`src/rtl/lcd_sequencer.sv`:
```
// HD44780 character-LCD write sequencer: power-up delay, fixed init ROM, then
// valid/ready byte writes with cycle-counted setup, enable pulse, hold and execution wait.
module lcd_sequencer #(
  parameter int POWERUP_CYCLES    = 750000,
  parameter int SETUP_CYCLES      = 2,
  parameter int EN_HIGH_CYCLES    = 12,
  parameter int HOLD_CYCLES       = 1,
  parameter int SHORT_WAIT_CYCLES = 2000,
  parameter int LONG_WAIT_CYCLES  = 82000
) (
  input  logic       clk,
  input  logic       reset_n,
  input  logic       cmd_valid,
  input  logic       cmd_rs,
  input  logic [7:0] cmd_data,
  output logic       cmd_ready,
  input  logic       backlight,
  output logic       init_done,
  output logic [7:0] lcd_data,
  output logic       lcd_rs,
  output logic       lcd_rw,
  output logic       lcd_en,
  output logic       lcd_on,
  output logic       lcd_blon
);

  localparam int MAX_A   = (POWERUP_CYCLES > SETUP_CYCLES) ? POWERUP_CYCLES : SETUP_CYCLES;
  localparam int MAX_B   = (EN_HIGH_CYCLES > HOLD_CYCLES) ? EN_HIGH_CYCLES : HOLD_CYCLES;
  localparam int MAX_C   = (SHORT_WAIT_CYCLES > LONG_WAIT_CYCLES) ? SHORT_WAIT_CYCLES : LONG_WAIT_CYCLES;
  localparam int MAX_AB  = (MAX_A > MAX_B) ? MAX_A : MAX_B;
  localparam int MAX_CYC = (MAX_AB > MAX_C) ? MAX_AB : MAX_C;
  localparam int CNT_W   = $clog2(MAX_CYC + 1);

  localparam logic [CNT_W-1:0] PU_LAST = CNT_W'(POWERUP_CYCLES - 1);
  localparam logic [CNT_W-1:0] SU_LAST = CNT_W'(SETUP_CYCLES - 1);
  localparam logic [CNT_W-1:0] EN_LAST = CNT_W'(EN_HIGH_CYCLES - 1);
  localparam logic [CNT_W-1:0] HO_LAST = CNT_W'(HOLD_CYCLES - 1);
  localparam logic [CNT_W-1:0] SW_LAST = CNT_W'(SHORT_WAIT_CYCLES - 1);
  localparam logic [CNT_W-1:0] LW_LAST = CNT_W'(LONG_WAIT_CYCLES - 1);

  typedef enum logic [2:0] {
    S_POWERUP, S_SETUP, S_PULSE, S_HOLD, S_WAIT, S_IDLE
  } state_t;

  state_t           state, state_next;
  logic [CNT_W-1:0] cnt, cnt_next;
  logic [2:0]       idx, idx_next;
  logic             long_q;
  logic             done_next;
  logic             load;
  logic             load_rs;
  logic [7:0]       load_data;
  logic             load_long;
  logic             cmd_is_long;

  function automatic logic [7:0] init_rom(input logic [2:0] i);
    case (i)
      3'd4:    return 8'h0C;
      3'd5:    return 8'h01;
      3'd6:    return 8'h06;
      default: return 8'h38;
    endcase
  endfunction

  // The first function-set write and the clear both need the long execution wait.
  function automatic logic init_long(input logic [2:0] i);
    return (i == 3'd0) || (i == 3'd5);
  endfunction

  assign cmd_is_long = !cmd_rs && ((cmd_data == 8'h01) || (cmd_data == 8'h02) ||
                                   (cmd_data == 8'h03));

  always_comb begin
    state_next = state;
    cnt_next   = cnt + 1'b1;
    idx_next   = idx;
    done_next  = init_done;
    load       = 1'b0;
    load_rs    = 1'b0;
    load_data  = 8'h00;
    load_long  = 1'b0;
    case (state)
      S_POWERUP: begin
        if (cnt == PU_LAST) begin
          state_next = S_SETUP;
          cnt_next   = '0;
          idx_next   = 3'd0;
          load       = 1'b1;
          load_data  = init_rom(3'd0);
          load_long  = init_long(3'd0);
        end
      end
      S_SETUP: begin
        if (cnt == SU_LAST) begin
          state_next = S_PULSE;
          cnt_next   = '0;
        end
      end
      S_PULSE: begin
        if (cnt == EN_LAST) begin
          state_next = S_HOLD;
          cnt_next   = '0;
        end
      end
      S_HOLD: begin
        if (cnt == HO_LAST) begin
          state_next = S_WAIT;
          cnt_next   = '0;
        end
      end
      S_WAIT: begin
        if (cnt == (long_q ? LW_LAST : SW_LAST)) begin
          cnt_next = '0;
          if (!init_done && (idx != 3'd6)) begin
            state_next = S_SETUP;
            idx_next   = idx + 3'd1;
            load       = 1'b1;
            load_data  = init_rom(idx + 3'd1);
            load_long  = init_long(idx + 3'd1);
          end else begin
            state_next = S_IDLE;
            done_next  = 1'b1;
          end
        end
      end
      S_IDLE: begin
        cnt_next = '0;
        if (cmd_valid && cmd_ready) begin
          state_next = S_SETUP;
          load       = 1'b1;
          load_rs    = cmd_rs;
          load_data  = cmd_data;
          load_long  = cmd_is_long;
        end
      end
      default: begin
        state_next = S_POWERUP;
        cnt_next   = '0;
      end
    endcase
  end

  // Every output is a flop; lcd_en and cmd_ready are decoded from the next state.
  always_ff @(posedge clk or negedge reset_n) begin
    if (!reset_n) begin
      state     <= S_POWERUP;
      cnt       <= '0;
      idx       <= 3'd0;
      long_q    <= 1'b0;
      init_done <= 1'b0;
      cmd_ready <= 1'b0;
      lcd_data  <= 8'h00;
      lcd_rs    <= 1'b0;
      lcd_rw    <= 1'b0;
      lcd_en    <= 1'b0;
      lcd_on    <= 1'b0;
      lcd_blon  <= 1'b0;
    end else begin
      state     <= state_next;
      cnt       <= cnt_next;
      idx       <= idx_next;
      init_done <= done_next;
      cmd_ready <= (state_next == S_IDLE) && done_next;
      lcd_en    <= (state_next == S_PULSE);
      lcd_rw    <= 1'b0;
      lcd_on    <= 1'b1;
      lcd_blon  <= backlight;
      if (load) begin
        lcd_rs   <= load_rs;
        lcd_data <= load_data;
        long_q   <= load_long;
      end
    end
  end

endmodule

```
`config.mk`:
```
export PLATFORM = sky130hd
export DESIGN_NAME = lcd_sequencer
export DESIGN_NICKNAME = d
export VERILOG_FILES = /design/src/rtl/lcd_sequencer.sv
export SDC_FILE = /design/constraint.sdc
export NUM_CORES = 1
export LEC_CHECK = 0
export BUFFER_PORTS_ARGS = -buffer_cell sky130_fd_sc_hd__buf_2
export CAP_MARGIN = 0
export CORE_UTILIZATION = 35
export DETAILED_ROUTE_END_ITERATION = 16
export PLACE_DENSITY = 0.5
export SLEW_MARGIN = 20
export SYNTH_ARGS = -nofsm -noshare
export SYNTH_HDL_FRONTEND = slang
export SYNTH_SLANG_ARGS = --single-unit
```
`constraint.sdc`:
```
create_clock -name clk -period 7.06 [get_ports clk]
set_clock_uncertainty 0.2 [all_clocks]
set_input_delay 0.706 -clock clk [delete_from_list [all_inputs] [get_ports clk]]
set_output_delay 0.706 -clock clk [all_outputs]
set_load 0.01 [all_outputs]
```
==> results of run 1 <==
cells in the final DEF (no fill, tap or decap), types with 2 or more instances in the layout:
master / count
and3_1: 7
nor3b_1: 3
and2_1: 3
o21ai_0: 7
o211ai_1: 4
xor2_1: 10
nand3_1: 19
conb_1: 2
a311o_1: 2
inv_1: 8
ha_1: 8
nor4_1: 7
or4_1: 3
a211o_1: 2
nand2_1: 22
nand2b_1: 5
nor2_1: 27
buf_2: 26
xnor2_1: 8
clkbuf_8: 5
dfrtp_1: 41
nor2b_1: 5
o2111ai_1: 2
a21oi_1: 5
clkbuf_1: 3
nor3_1: 5
or2_2: 2
nand4_1: 10
worst reg2reg max path, stage by stage (launching register included):
cell	delay (ns)
dfrtp_1	0.46
nor4_4	0.33
a41oi_1	0.21
or4_1	0.84
and3_4	0.31
a211o_1	0.26
report_power, final:
group / switching (W) / total (W) / internal [W] / leakage [nW]
sequential: 0.0000000973 / 0.000235 / 0.000235 / 0.523
combinational: 0.00000687 / 0.00000977 / 0.00000290 / 0.611
clock: 0.0000794 / 0.000150 / 0.0000703 / 0.0395
total: 0.0000864 / 0.000395 / 0.000308 / 1.17
stage by stage:
| stage | util | hold slack, ns | std cells |
|---|---|---|---|
| 6_report | 0.4158 | 0.3177 | 342 |
| 5_1_grt | 0.4158 | 0.3070 | 342 |
| 4_1_cts | 0.4158 | 0.3097 | 342 |
| 3_5_place_dp | 0.4026 | 0.3154 | 334 |
| 2_1_floorplan | - | 0.2104 | 243 |
| 3_3_place_gp | 0.4026 | 0.2974 | 334 |
layer usage:
layer  part of all wire  vias up  wire length (um)
met5                  0        -                 0
met4              0.012        0                60
met2               0.45       26              2147
met1               0.51      861              2449
met3              0.034        6               166
li1                   -      902                 -
synthesized netlist by cell type (2+ instances only):
cell type  instances
buf_2              6
clkbuf_1           2
nand3_1           19
xor2_1            10
or4_1              3
and3_1             7
nor3_1             5
o211ai_1           4
o2111ai_1          2
a211o_1            2
dfrtp_1           41
ha_1               8
a21oi_1            5
nor3b_1            3
buf_1              2
nor4_1             7
nor2b_1            5
o21ai_0            7
inv_1              8
a311o_1            2
nor2_1            27
nand2b_1           5
xnor2_1            8
nand4_1           10
and2_1             3
or2_2              2
nand2_1           22
conb_1             2
cell type report:
| class | count | share of cell area |
|---|---|---|
| repair buffers | 27 | 0.05462 |
| flip-flops and latches | 41 | 0.4071 |
| clock buffers | 8 | 0.03178 |
| inverters | 8 | 0.01192 |
| multi-input cells | 183 | 0.4573 |
| well taps | 75 | 0.03724 |
worst max-delay path by stage:
stage / cells past startpoint / endpoint / startpoint / slack [ns]
final: 5 / lcd_data[5]$_DFFE_PN0P_ / cnt[7]$_DFF_PN0_ / 4.35
after global placement: 6 / lcd_data[5]$_DFFE_PN0P_ / cnt[0]$_DFF_PN0_ / 4.37
after detailed placement: 6 / lcd_data[5]$_DFFE_PN0P_ / cnt[0]$_DFF_PN0_ / 4.33
after floorplan: 6 / lcd_data[5]$_DFFE_PN0P_ / cnt[7]$_DFF_PN0_ / 4.74
after CTS: 6 / lcd_data[5]$_DFFE_PN0P_ / cnt[0]$_DFF_PN0_ / 4.33
after global routing: 7 / lcd_data[5]$_DFFE_PN0P_ / idx[0]$_DFFE_PN0P_ / 4.17
flip-flops by register name, summed over array words and instances (netlist names), 3 cells and up:
signal / flops
cnt: 20
lcd_data: 8
state: 3
idx: 3
cell families after synthesis:
logic type                 after synthesis
and+or+nand+nor                        124
DFF                                     41
AOI/OAI and AO/OA                       30
buffers and inverters                   19
xor gates and xnor gates                18
adders and majority gates                8
other                                    2
muxes                                    1
==> impl_results.rst, run 1 <==
.. list-table::
   :header-rows: 1

   * - Metric
     - Value
   * - FF-to-FF path depth
     - 5
   * - Hold depth
     - 1
   * - # Max-Cap Violations
     - 0
   * - Min-Delay Path Class
     - flop to flop
   * - Worst slack at placement
     - ~4.3 ns
   * - Multiplexer share of the synthesized area
     - 0.004440
   * - Pwr per Cell Area
     - 156.7 nW/um^2
   * - Normalized max-slew margin
     - 0.3807
   * - Buffers plus inverters on the worst setup path
     - 0
   * - Clk Latency, worst-skew pair
     - approximately 0.29 ns
   * - Category of the worst setup path capture point
     - flop
   * - Count of flip-flops with a built-in enable after synthesis
     - 0
   * - Vias after detailed routing
     - approximately 1800
   * - Width of the die
     - roughly 80 um
   * - Share of the clock period used by the worst path
     - 0.3838
   * - LEAKAGE
     - ~1.2 nW
   * - Minimum setup slack in the final design
     - 4.350 ns
   * - CTS H-Tree Depth
     - 2
   * - Wire length after detailed routing
     - a little under 5 mm
   * - Post-layout net count
     - between 200 and 300
   * - Run status
     - finished clean
   * - Average instance area after synthesis
     - roughly 9.3 um^2
   * - Largest fanout on the critical path
     - 18
   * - Total Negative Setup Slacks
     - 0 ns
   * - Number of pins with negative max-slew slack in the final report
     - 0
   * - CP Data Arrival Time
     - approximately 2.7 ns
   * - Cells taking the most area after synthesis
     - dfrtp_1 (46%), nor2_1 (4.5%), ha_1 (4.4%), nand3_1 (4.2%), xor2_1 (3.9%)
   * - Post-layout min period
     - between 2 and 3 ns
   * - Library cell contributing the largest single delay on the critical path
     - or4_1
   * - Floorplan Core Area
     - between 6000 and 7000 um^2
   * - Top achievable clock speed
     - ~370 MHz
   * - Layout cell share with drive strength beyond 1
     - 0.1461
   * - Number of violations reported at the end of detailed-routing iteration 0
     - 62
   * - Global router's overall resource usage
     - 0.1610
   * - ANT nets after route
     - 0
   * - Area taken by flip-flops and latches
     - between 1000 and 1500 um^2
   * - Post-synthesis share of cell area spent on full adders, half adders and majority gates
     - 0.04440
   * - # clock sinks
     - 41
   * - Floorplan die height
     - around 82 um
   * - Met1 Use GR
     - 0.2162
   * - Total design power
     - between 0.0003 and 0.0004 W
   * - Antenna cells
     - 0
   * - Worst flop-to-flop path startpoint
     - cnt[7]$_DFF_PN0_
   * - Unrepaired setup endpoints after global routing
     - no
   * - Routing usage on met2
     - 0.2562
   * - Leading register cell type out of synthesis
     - dfrtp_1
   * - Fill cell count
     - between 600 and 700
   * - Count of pins on the block boundary
     - 28
   * - IR Drop Worst-Case VDD
     - around 0.000073 V
   * - Number of cells produced by synthesis
     - approximately 240
   * - Remaining design rule violation count
     - 0
   * - First-pass GRT wire length
     - approximately 8 mm
   * - Area of combinational cells with multiple inputs
     - approximately 1200 um^2
   * - Grt ovf
     - 0
   * - Number of setup violations in the final report
     - 0
   * - Series of cell instances along the critical path
     - nor4_4 > a41oi_1 > or4_1 > and3_4 > a211o_1
   * - Floorplan die area
     - around 6800 um^2
   * - Xor and xnor fraction of the mapped netlist area
     - 0.06992
   * - Hold_buf cts
     - 0
   * - Largest net degree at the start of global routing
     - between 40 and 50
   * - Global-route track usage on met3
     - 0.03407
   * - Via density per instance
     - between 5 and 6
   * - Initial core utilization
     - 0.3720
   * - Yosys top cell area share
     - 0.4550
   * - Via count of the first global-routing pass
     - roughly 1700
   * - Routability Congestion
     - 0.8333
   * - TritonCTS clock tree
     - yes
   * - Final non-filler cell area
     - between 2000 and 3000 um^2
   * - Number of antenna violations at the first check in global routing
     - 0
   * - Synth warn
     - 0
   * - Synth unique cells
     - 44
   * - Longest Clk Path Bufs
     - 2
   * - Post-cts gate resize count
     - 0
   * - First-pass iteration count of the detailed router
     - 4
   * - Endpoints failing hold
     - 0
   * - Largest family of logic cells by synthesized area
     - simple AND/OR/NAND/NOR gates
   * - Worst path required time
     - roughly 7 ns
   * - Launching element type of the critical path
     - flop
   * - Total clock buffers created by CTS
     - 5
   * - Worst reg2reg setup slack
     - roughly 4.4 ns
   * - Layer carrying the most global-route usage
     - met2
   * - Compound-gate portion of the synthesized area
     - 0.09212
   * - Number of buffers inserted by post-CTS setup repair
     - 0
   * - Total of flip-flops plus latches after synthesis
     - about 40
   * - Synthesis-to-layout area growth
     - 11.76%
   * - Buffers on Ports
     - 26
   * - Area leader, netlist
     - dfrtp_1
   * - Worst min-delay path startpoint
     - cnt[0]$_DFF_PN0_
   * - Area fraction in and, or, nand and nor cells after synthesis
     - 0.2941
   * - Net Count, Synth
     - 264
   * - Hold endpoint
     - cnt[0]$_DFF_PN0_
   * - Post-detailed-placement cell area
     - about 2400 um^2
   * - Clock root buffer
     - clkbuf_8
   * - Wirelength per Cell
     - approximately 14 um
   * - Share of flip-flops with an asynchronous set or reset
     - 1.000
   * - Netlist Area Pre-Place
     - about 2300 um^2
   * - Endpoint of the worst-slack reg-to-reg timing path
     - lcd_data[5]$_DFFE_PN0P_
   * - Worst Path Class, Setup
     - flop to flop
   * - Slew at the pin closest to its max-slew limit
     - a little over 0.9 ns
   * - Proportion of synthesized chip area in sequential cells
     - 0.4550
   * - Dominant delay contributor by cell family on the critical path
     - simple AND/OR/NAND/NOR gates
   * - Slowest cell delay on critical path
     - roughly 0.84 ns
   * - Final HPWL from detailed placement
     - between 3 and 4 mm
   * - Clock slew at reported path FFs
     - ~0.080 ns
   * - Row cnt
     - 28
Power figures use the tool's default switching activity.
==> run 2, diff against run 1 <==
--- a/config.mk
+++ b/config.mk
@@ -9,7 +9,7 @@
 export CAP_MARGIN = 0
 export CORE_UTILIZATION = 35
 export DETAILED_ROUTE_END_ITERATION = 16
-export PLACE_DENSITY = 0.5
+export PLACE_DENSITY = 0.52
 export SLEW_MARGIN = 20
 export SYNTH_ARGS = -nofsm -noshare
 export SYNTH_HDL_FRONTEND = slang
==> constraint.sdc (replaced) <==
create_clock -name clk -period 2.28 [get_ports clk]
set_clock_uncertainty 0.2 [all_clocks]
set_input_delay 0.228 -clock clk [delete_from_list [all_inputs] [get_ports clk]]
set_output_delay 0.228 -clock clk [all_outputs]
set_load 0.01 [all_outputs]
==> run 2 against run 1 <==
  * Sequential cell count is the same
  * Sequential power increased to 3.1 times the previous value
  * Utilization up 7.5 points
  * Clock power rose to 3.1 times the previous value
  * Worst hold slack got worse by 0.29 ns
  * Register-to-register slack worse by 4.3 ns
  * Combinational power increased to 4.9 times the previous value
  * Critical path type unchanged
  * Critical endpoint is now cnt[18]$_DFF_PN0_
==> impl_results.rst, run 2 (synthesis results as in run 1) <==
.. list-table::
   :header-rows: 1

   * - Metric
     - Value
   * - Longest Clk Path Bufs
     - 2
   * - Vias after detailed routing
     - 1958
   * - Buffers plus inverters on the worst setup path
     - 1
   * - Run status
     - finished clean
   * - Clk Latency, worst-skew pair
     - between 0.2 and 0.3 ns
   * - Initial core utilization
     - 0.3720
   * - Worst min-delay path startpoint
     - cmd_data[3]
   * - Largest fanout on the critical path
     - 20
   * - First-pass iteration count of the detailed router
     - 4
   * - CTS H-Tree Depth
     - 2
   * - Met3 Wirelength
     - between 200 and 250 um
   * - Minimum setup slack in the final design
     - 0.01057 ns
   * - Synthesis-to-layout area growth
     - 31.91%
   * - Floorplan die height
     - around 82 um
   * - Slowest cell delay on critical path
     - 0.40 ns
   * - Max FFs per register
     - 20
   * - Post-layout min period
     - roughly 2.3 ns
   * - Library cell contributing the largest single delay on the critical path
     - or3_1
   * - Routability Congestion
     - between 0.8 and 0.9
   * - Min-Delay Path Class
     - input pin to flop
   * - Number of setup violations in the final report
     - 0
   * - Clock slew at reported path FFs
     - 0.08 ns
   * - ANT nets after route
     - 0
   * - Floorplan Core Area
     - around 6100 um^2
   * - Row cnt
     - 28
   * - Post-detailed-placement cell area
     - 2758 um^2
   * - Category of the worst setup path capture point
     - flop
   * - Unrepaired setup endpoints after global routing
     - yes
   * - Share of the clock period used by the worst path
     - 0.9954
   * - Number of antenna violations at the first check in global routing
     - 0
   * - Met2 WL
     - between 2 and 3 mm
   * - Number of pins with negative max-slew slack in the final report
     - 0
   * - TritonCTS clock tree
     - yes
   * - # Max-Cap Violations
     - 0
   * - Post-layout net count
     - 334
   * - Largest registers
     - cnt: 20 flops, lcd_data: 8 flops
   * - Wire length after detailed routing
     - ~5.6 mm
   * - Final HPWL from detailed placement
     - 4.126 mm
   * - Count of pins on the block boundary
     - 28
   * - IR Drop Worst-Case VDD
     - about 0.00037 V
   * - Endpoints failing hold
     - 0
   * - Largest net degree at the start of global routing
     - 21
   * - Via count of the first global-routing pass
     - roughly 1900
   * - Via density per instance
     - roughly 5.0
   * - Worst Path Class, Setup
     - flop to flop
   * - First-pass GRT wire length
     - 9.025 mm
   * - Remaining design rule violation count
     - 0
   * - Worst flop-to-flop path startpoint
     - cnt[1]$_DFF_PN0_
   * - Total clock buffers created by CTS
     - 5
   * - Wirelength per Cell
     - 14.46 um
   * - Layout cell share with drive strength beyond 1
     - 0.2834
   * - Floorplan die area
     - a little under 7000 um^2
   * - Global router's overall resource usage
     - 0.1811
   * - Most used cells in the layout excluding fill and tap cells
     - dfrtp_1 (38), buf_4 (37), nor2_1 (27)
   * - Dominant delay contributor by cell family on the critical path
     - simple AND/OR/NAND/NOR gates
   * - Top routing layer in use
     - met4
   * - # clock sinks
     - 41
   * - Commonest non-fill, non-tap cell in the layout
     - dfrtp_1
   * - LEAKAGE
     - about 1.4 nW
   * - Register name with the most flops
     - cnt
   * - Fill cell count
     - between 500 and 600
   * - Worst slack at placement
     - -0.06839 ns
   * - CP Data Arrival Time
     - 2.25 ns
   * - Pwr per Cell Area
     - 415.4 nW/um^2
   * - Final non-filler cell area
     - around 3000 um^2
   * - Top achievable clock speed
     - 440.6 MHz
   * - Launching element type of the critical path
     - flop
   * - Series of cell instances along the critical path
     - ha_4 > and4b_2 > nand4_1 > or3_1 > a311oi_2 > buf_12 > nor2_1
   * - Critical Path Start
     - cnt[1]$_DFF_PN0_
   * - Antenna cells
     - 0
   * - Worst path required time
     - around 2.3 ns
   * - Width of the die
     - a little over 80 um
   * - Number of violations reported at the end of detailed-routing iteration 0
     - 92
   * - Clock root buffer
     - clkbuf_8
   * - Buffers on Ports
     - 26
   * - Post-route met1 wirelength
     - 2.757 mm
   * - Grt ovf
     - 0
run 2: cell count changes in the layout (fill, tap and decap cells not counted), sizes merged:
cell	previous run	this run
dlygate4sd3	0	10
buf	27	64
run 2: worst reg2reg max path, delay by kind of cell (launching register included):
family	cells	cell delay, ns
adders and majority gates	1	0.15
buffers and inverters	1	0.20
AOI/OAI and AO/OA	1	0.32
DFF	1	0.39
and+or+nand+nor	4	0.90
run 2: layout make-up:
class,count,area [um^2],area share
clock buffer,8,80.08,0.02692
inverter,8,30.03,0.01010
timing repair buffer,74,528.0,0.1775
multi-input combinational,183,1212,0.4077
sequential,41,1030,0.3462
tap,75,93.84,0.03155
run 2: timing repair:
action	in CTS	in global routing
gates resized for setup	8	2
setup buffers	0	0
setup endpoints to repair	23	30
endpoints found under the hold margin	27	0
hold buffers	10	0
pin swaps	1	0
run 2: where the power goes:
group	total, W	leakage (nW)	switching (W)	internal (W)
sequential	0.000729	0.518	0.000000317	0.000728
clock	0.000459	0.0395	0.000241	0.000218
combinational	0.0000476	0.852	0.0000252	0.0000224
run 2: metrics by stage:
step | hold slack (ns) | TNS [ns] | power (W) | utilization | instances
6_report | 0.02291 | 0 | 0.001235 | 0.4907 | 389
5_1_grt | 0.03482 | -1.363 | 0.001293 | 0.4907 | 389
3_5_place_dp | 0.01747 | -0.6516 | 0.0007785 | 0.4550 | 371
3_3_place_gp | 0.01797 | -0.08608 | 0.0007784 | 0.4550 | 371
4_1_cts | 0.01480 | -0.01844 | 0.001252 | 0.4897 | 389
2_1_floorplan | -0.2676 | 0 | 0.0007473 | - | 243
run 2: worst paths after layout:
path	endpoint	slack, ns	depth (start not counted)
max in group asynchronous	cnt[14]$_DFF_PN0_	1.08	3
worst max-delay path	cnt[18]$_DFF_PN0_	0.01	7
worst min-delay path	lcd_data[3]$_DFFE_PN0P_	0.02	3
worst min register to register	lcd_data[3]$_DFFE_PN0P_	0.32	2
min in group asynchronous	long_q$_DFFE_PN0P_	0.23	2
worst max register to register	cnt[18]$_DFF_PN0_	0.01	7
run 2: metal layers:
layer / vias up / track usage
li1: 997 / -
met1: 922 / 0.2462
met2: 34 / 0.2917
met3: 5 / 0.03407
met4: 0 / 0.05263
met5: - / 0
==> run 3, diff against run 2 <==
--- a/config.mk
+++ b/config.mk
@@ -7,6 +7,7 @@
 export LEC_CHECK = 0
 export BUFFER_PORTS_ARGS = -buffer_cell sky130_fd_sc_hd__buf_2
 export CAP_MARGIN = 0
+export CORE_MARGIN = 2
 export CORE_UTILIZATION = 35
 export DETAILED_ROUTE_END_ITERATION = 16
 export PLACE_DENSITY = 0.52
==> run 3 against run 2 <==
  * Maximum frequency is essentially flat
  * Design area is 6.6% higher
  * Critical endpoint is now cnt[10]$_DFF_PN0_
  * Sequential share of layout area down 2.2 points
  * Die area increased by 4.9%
  * Combinational power shrank 1%
==> impl_results.rst, run 3 (synthesis results as in run 1) <==
.. list-table::
   :header-rows: 1

   * - Metric
     - Value
   * - Slowest cell delay on critical path
     - about 0.46 ns
   * - Worst flop-to-flop path startpoint
     - cnt[15]$_DFF_PN0_
   * - Most used cells in the layout excluding fill and tap cells
     - buf_4 (41), dfrtp_1 (39), buf_2 (26)
   * - Switching share of power
     - 0.2056
   * - Row cnt
     - 29
   * - Synthesis-to-layout area growth
     - 40.68%
   * - Clk Latency, worst-skew pair
     - around 0.30 ns
   * - Min-Delay Path Class
     - flop to flop
   * - Number of setup violations in the final report
     - 0
   * - Unrepaired setup endpoints after global routing
     - yes
   * - Pwr per Cell Area
     - roughly 440 nW/um^2
   * - Part of the total power dissipated in sequential elements
     - 0.522
   * - Area taken by flip-flops and latches
     - 1028 um^2
   * - Endpoints failing hold
     - 0
   * - Worst reg2reg setup slack
     - just over 0.01 ns
   * - Share of the clock period used by the worst path
     - 0.9956
   * - First-pass iteration count of the detailed router
     - 4
   * - Floorplan Core Area
     - approximately 6300 um^2
   * - Floorplan die height
     - between 80 and 90 um
   * - Switching power
     - 0.0002867 W
   * - Fill cell count
     - roughly 600
   * - Global router's overall resource usage
     - 0.1658
   * - Series of cell instances along the critical path
     - nor4_4 > nand4_1 > or3_4 > a311oi_4 > buf_6 > clkbuf_16 > nor2_2
   * - IR Drop Worst-Case VDD
     - 0.0002891 V
   * - Initial core utilization
     - 0.3592
   * - # clock sinks
     - around 40
   * - CTS H-Tree Depth
     - 2
   * - Top achievable clock speed
     - 440.5 MHz
   * - Total Negative Setup Slacks
     - 0 ns
   * - Clock root buffer
     - clkbuf_8
   * - Critical Path Start
     - cnt[15]$_DFF_PN0_
   * - Slew at the pin closest to its max-slew limit
     - around 0.54 ns
   * - Post-layout min period
     - approximately 2.3 ns
   * - Minimum setup slack in the final design
     - approximately 0.010 ns
   * - Clock slew at reported path FFs
     - around 0.08 ns
   * - Total clock buffers created by CTS
     - 5
   * - Endpoint of the worst-slack reg-to-reg timing path
     - cnt[10]$_DFF_PN0_
   * - First-pass GRT wire length
     - approximately 9.6 mm
   * - Buffers on Ports
     - 26
   * - Via density per instance
     - around 5.2
   * - Clock share of power
     - 0.444
   * - Number of antenna violations at the first check in global routing
     - 0
   * - Max FFs per register
     - 20
   * - Remaining design rule violation count
     - 0
   * - Largest net degree at the start of global routing
     - 42
   * - Via count of the first global-routing pass
     - a little over 2000
   * - Largest fanout on the critical path
     - 5
   * - Antenna cells
     - 0
   * - Number of violations reported at the end of detailed-routing iteration 0
     - 53
   * - Width of the die
     - approximately 84 um
   * - Hold endpoint
     - lcd_data[3]$_DFFE_PN0P_
   * - Layout cell share with drive strength beyond 1
     - 0.3478
   * - Post-layout net count
     - roughly 340
   * - Launching element type of the critical path
     - flop
   * - Count of pins on the block boundary
     - 28
   * - Hold depth
     - 2
   * - Area of combinational cells with multiple inputs
     - 1285 um^2
   * - Category of the worst setup path capture point
     - flop
   * - Commonest non-fill, non-tap cell in the layout
     - buf_4
   * - Largest registers
     - cnt: 20 flops, lcd_data: 8 flops
   * - Run status
     - finished clean
   * - Library cell contributing the largest single delay on the critical path
     - dfrtp_2
   * - Total design power
     - 0.001394 W
   * - Worst slack at placement
     - between 0.003 and 0.004 ns
   * - # Max-Cap Violations
     - 0
   * - ANT nets after route
     - 0
   * - Combinational cell fraction of total power
     - 0.034
   * - TritonCTS clock tree
     - yes
   * - Normalized max-slew margin
     - 0.6367
   * - Worst Path Class, Setup
     - flop to flop
   * - Vias after detailed routing
     - 2089
   * - Worst min-delay path startpoint
     - lcd_data[3]$_DFFE_PN0P_
   * - Cell-internal power
     - between 0.001 and 0.0015 W
   * - CP Data Arrival Time
     - between 2 and 2.5 ns
   * - Wirelength per Cell
     - 14.43 um
   * - Routability Congestion
     - 0.7875
   * - Number of pins with negative max-slew slack in the final report
     - 0
   * - Minimum hold slack
     - 0.3199 ns
   * - Wire length after detailed routing
     - approximately 5.8 mm
   * - Longest Clk Path Bufs
     - 2
   * - Final HPWL from detailed placement
     - slightly below 4 mm
   * - FF-to-FF path depth
     - 7
   * - Floorplan die area
     - ~7100 um^2
   * - Register name with the most flops
     - cnt
   * - Worst path required time
     - between 2 and 2.5 ns
   * - Grt ovf
     - 0
   * - LEAKAGE
     - 1.474 nW
run 3: layout make-up:
cell class	instances	area share
Multi-Input combinational cell	183	0.4051
Tap cell	77	0.03037
Inverter	8	0.009467
Sequential cell	41	0.3243
Timing Repair Buffer	82	0.1941
Clock buffer	7	0.02722
Clock inverter	1	0.009467
run 3: metrics by stage:
step	util	instance area [um^2]	cells
finish	0.5053	3172	399
global route	0.5053	3172	399
CTS	0.4762	2989	391
detailed placement	0.4385	2753	372
global placement	0.4385	2753	372
floorplan	-	2288	243
run 3: power by group through the flow:
stage	clock, W	sequential (W)	combinational [W]
after global routing	0.000671	0.000729	0.0000534
final	0.000619	0.000728	0.0000470
after floorplan	0	0.000744	0.00000285
after CTS	0.000639	0.000728	0.0000478
after detailed placement	0	0.000743	0.0000335
after global placement	0	0.000743	0.0000333
run 3: routing by layer:
layer,global-route usage,up-vias,wire [um]
li1,-,1016,-
met1,0.2130,1024,2698
met2,0.2821,40,2774
met3,0.03736,9,220
met4,0.04399,0,63
met5,0,-,0
run 3: worst max-delay path by stage:
| stage | end | slack (ns) | cells after the start |
|---|---|---|---|
| finish | cnt[10]$_DFF_PN0_ | 0.01 | 7 |
| global route | cnt[6]$_DFF_PN0_ | -0.09 | 7 |
| CTS | cnt[4]$_DFF_PN0_ | 0.003 | 6 |
| detailed placement | cmd_ready$_DFF_PN0_ | 0.003 | 5 |
| global placement | lcd_data[5]$_DFFE_PN0P_ | 0.01 | 5 |
| floorplan | lcd_data[5]$_DFFE_PN0P_ | 0.01 | 8 |
run 3: repair_timing:
action                                  CTS  global route
hold buffers                             11             0
hold endpoints to repair                 51             0
cloned                                    0             2
endpoints found under the setup margin    3            35
resized for setup                         3            24
pin swaps                                 0            11
buffers inserted                          0             6
run 3: critical path, delay by kind of cell, from the launching register on:
| family | cells | cell delay [ns] |
|---|---|---|
| flops | 1 | 0.46 |
| buf+inv | 2 | 0.32 |
| compound gates | 1 | 0.26 |
| simple gates | 4 | 0.92 |
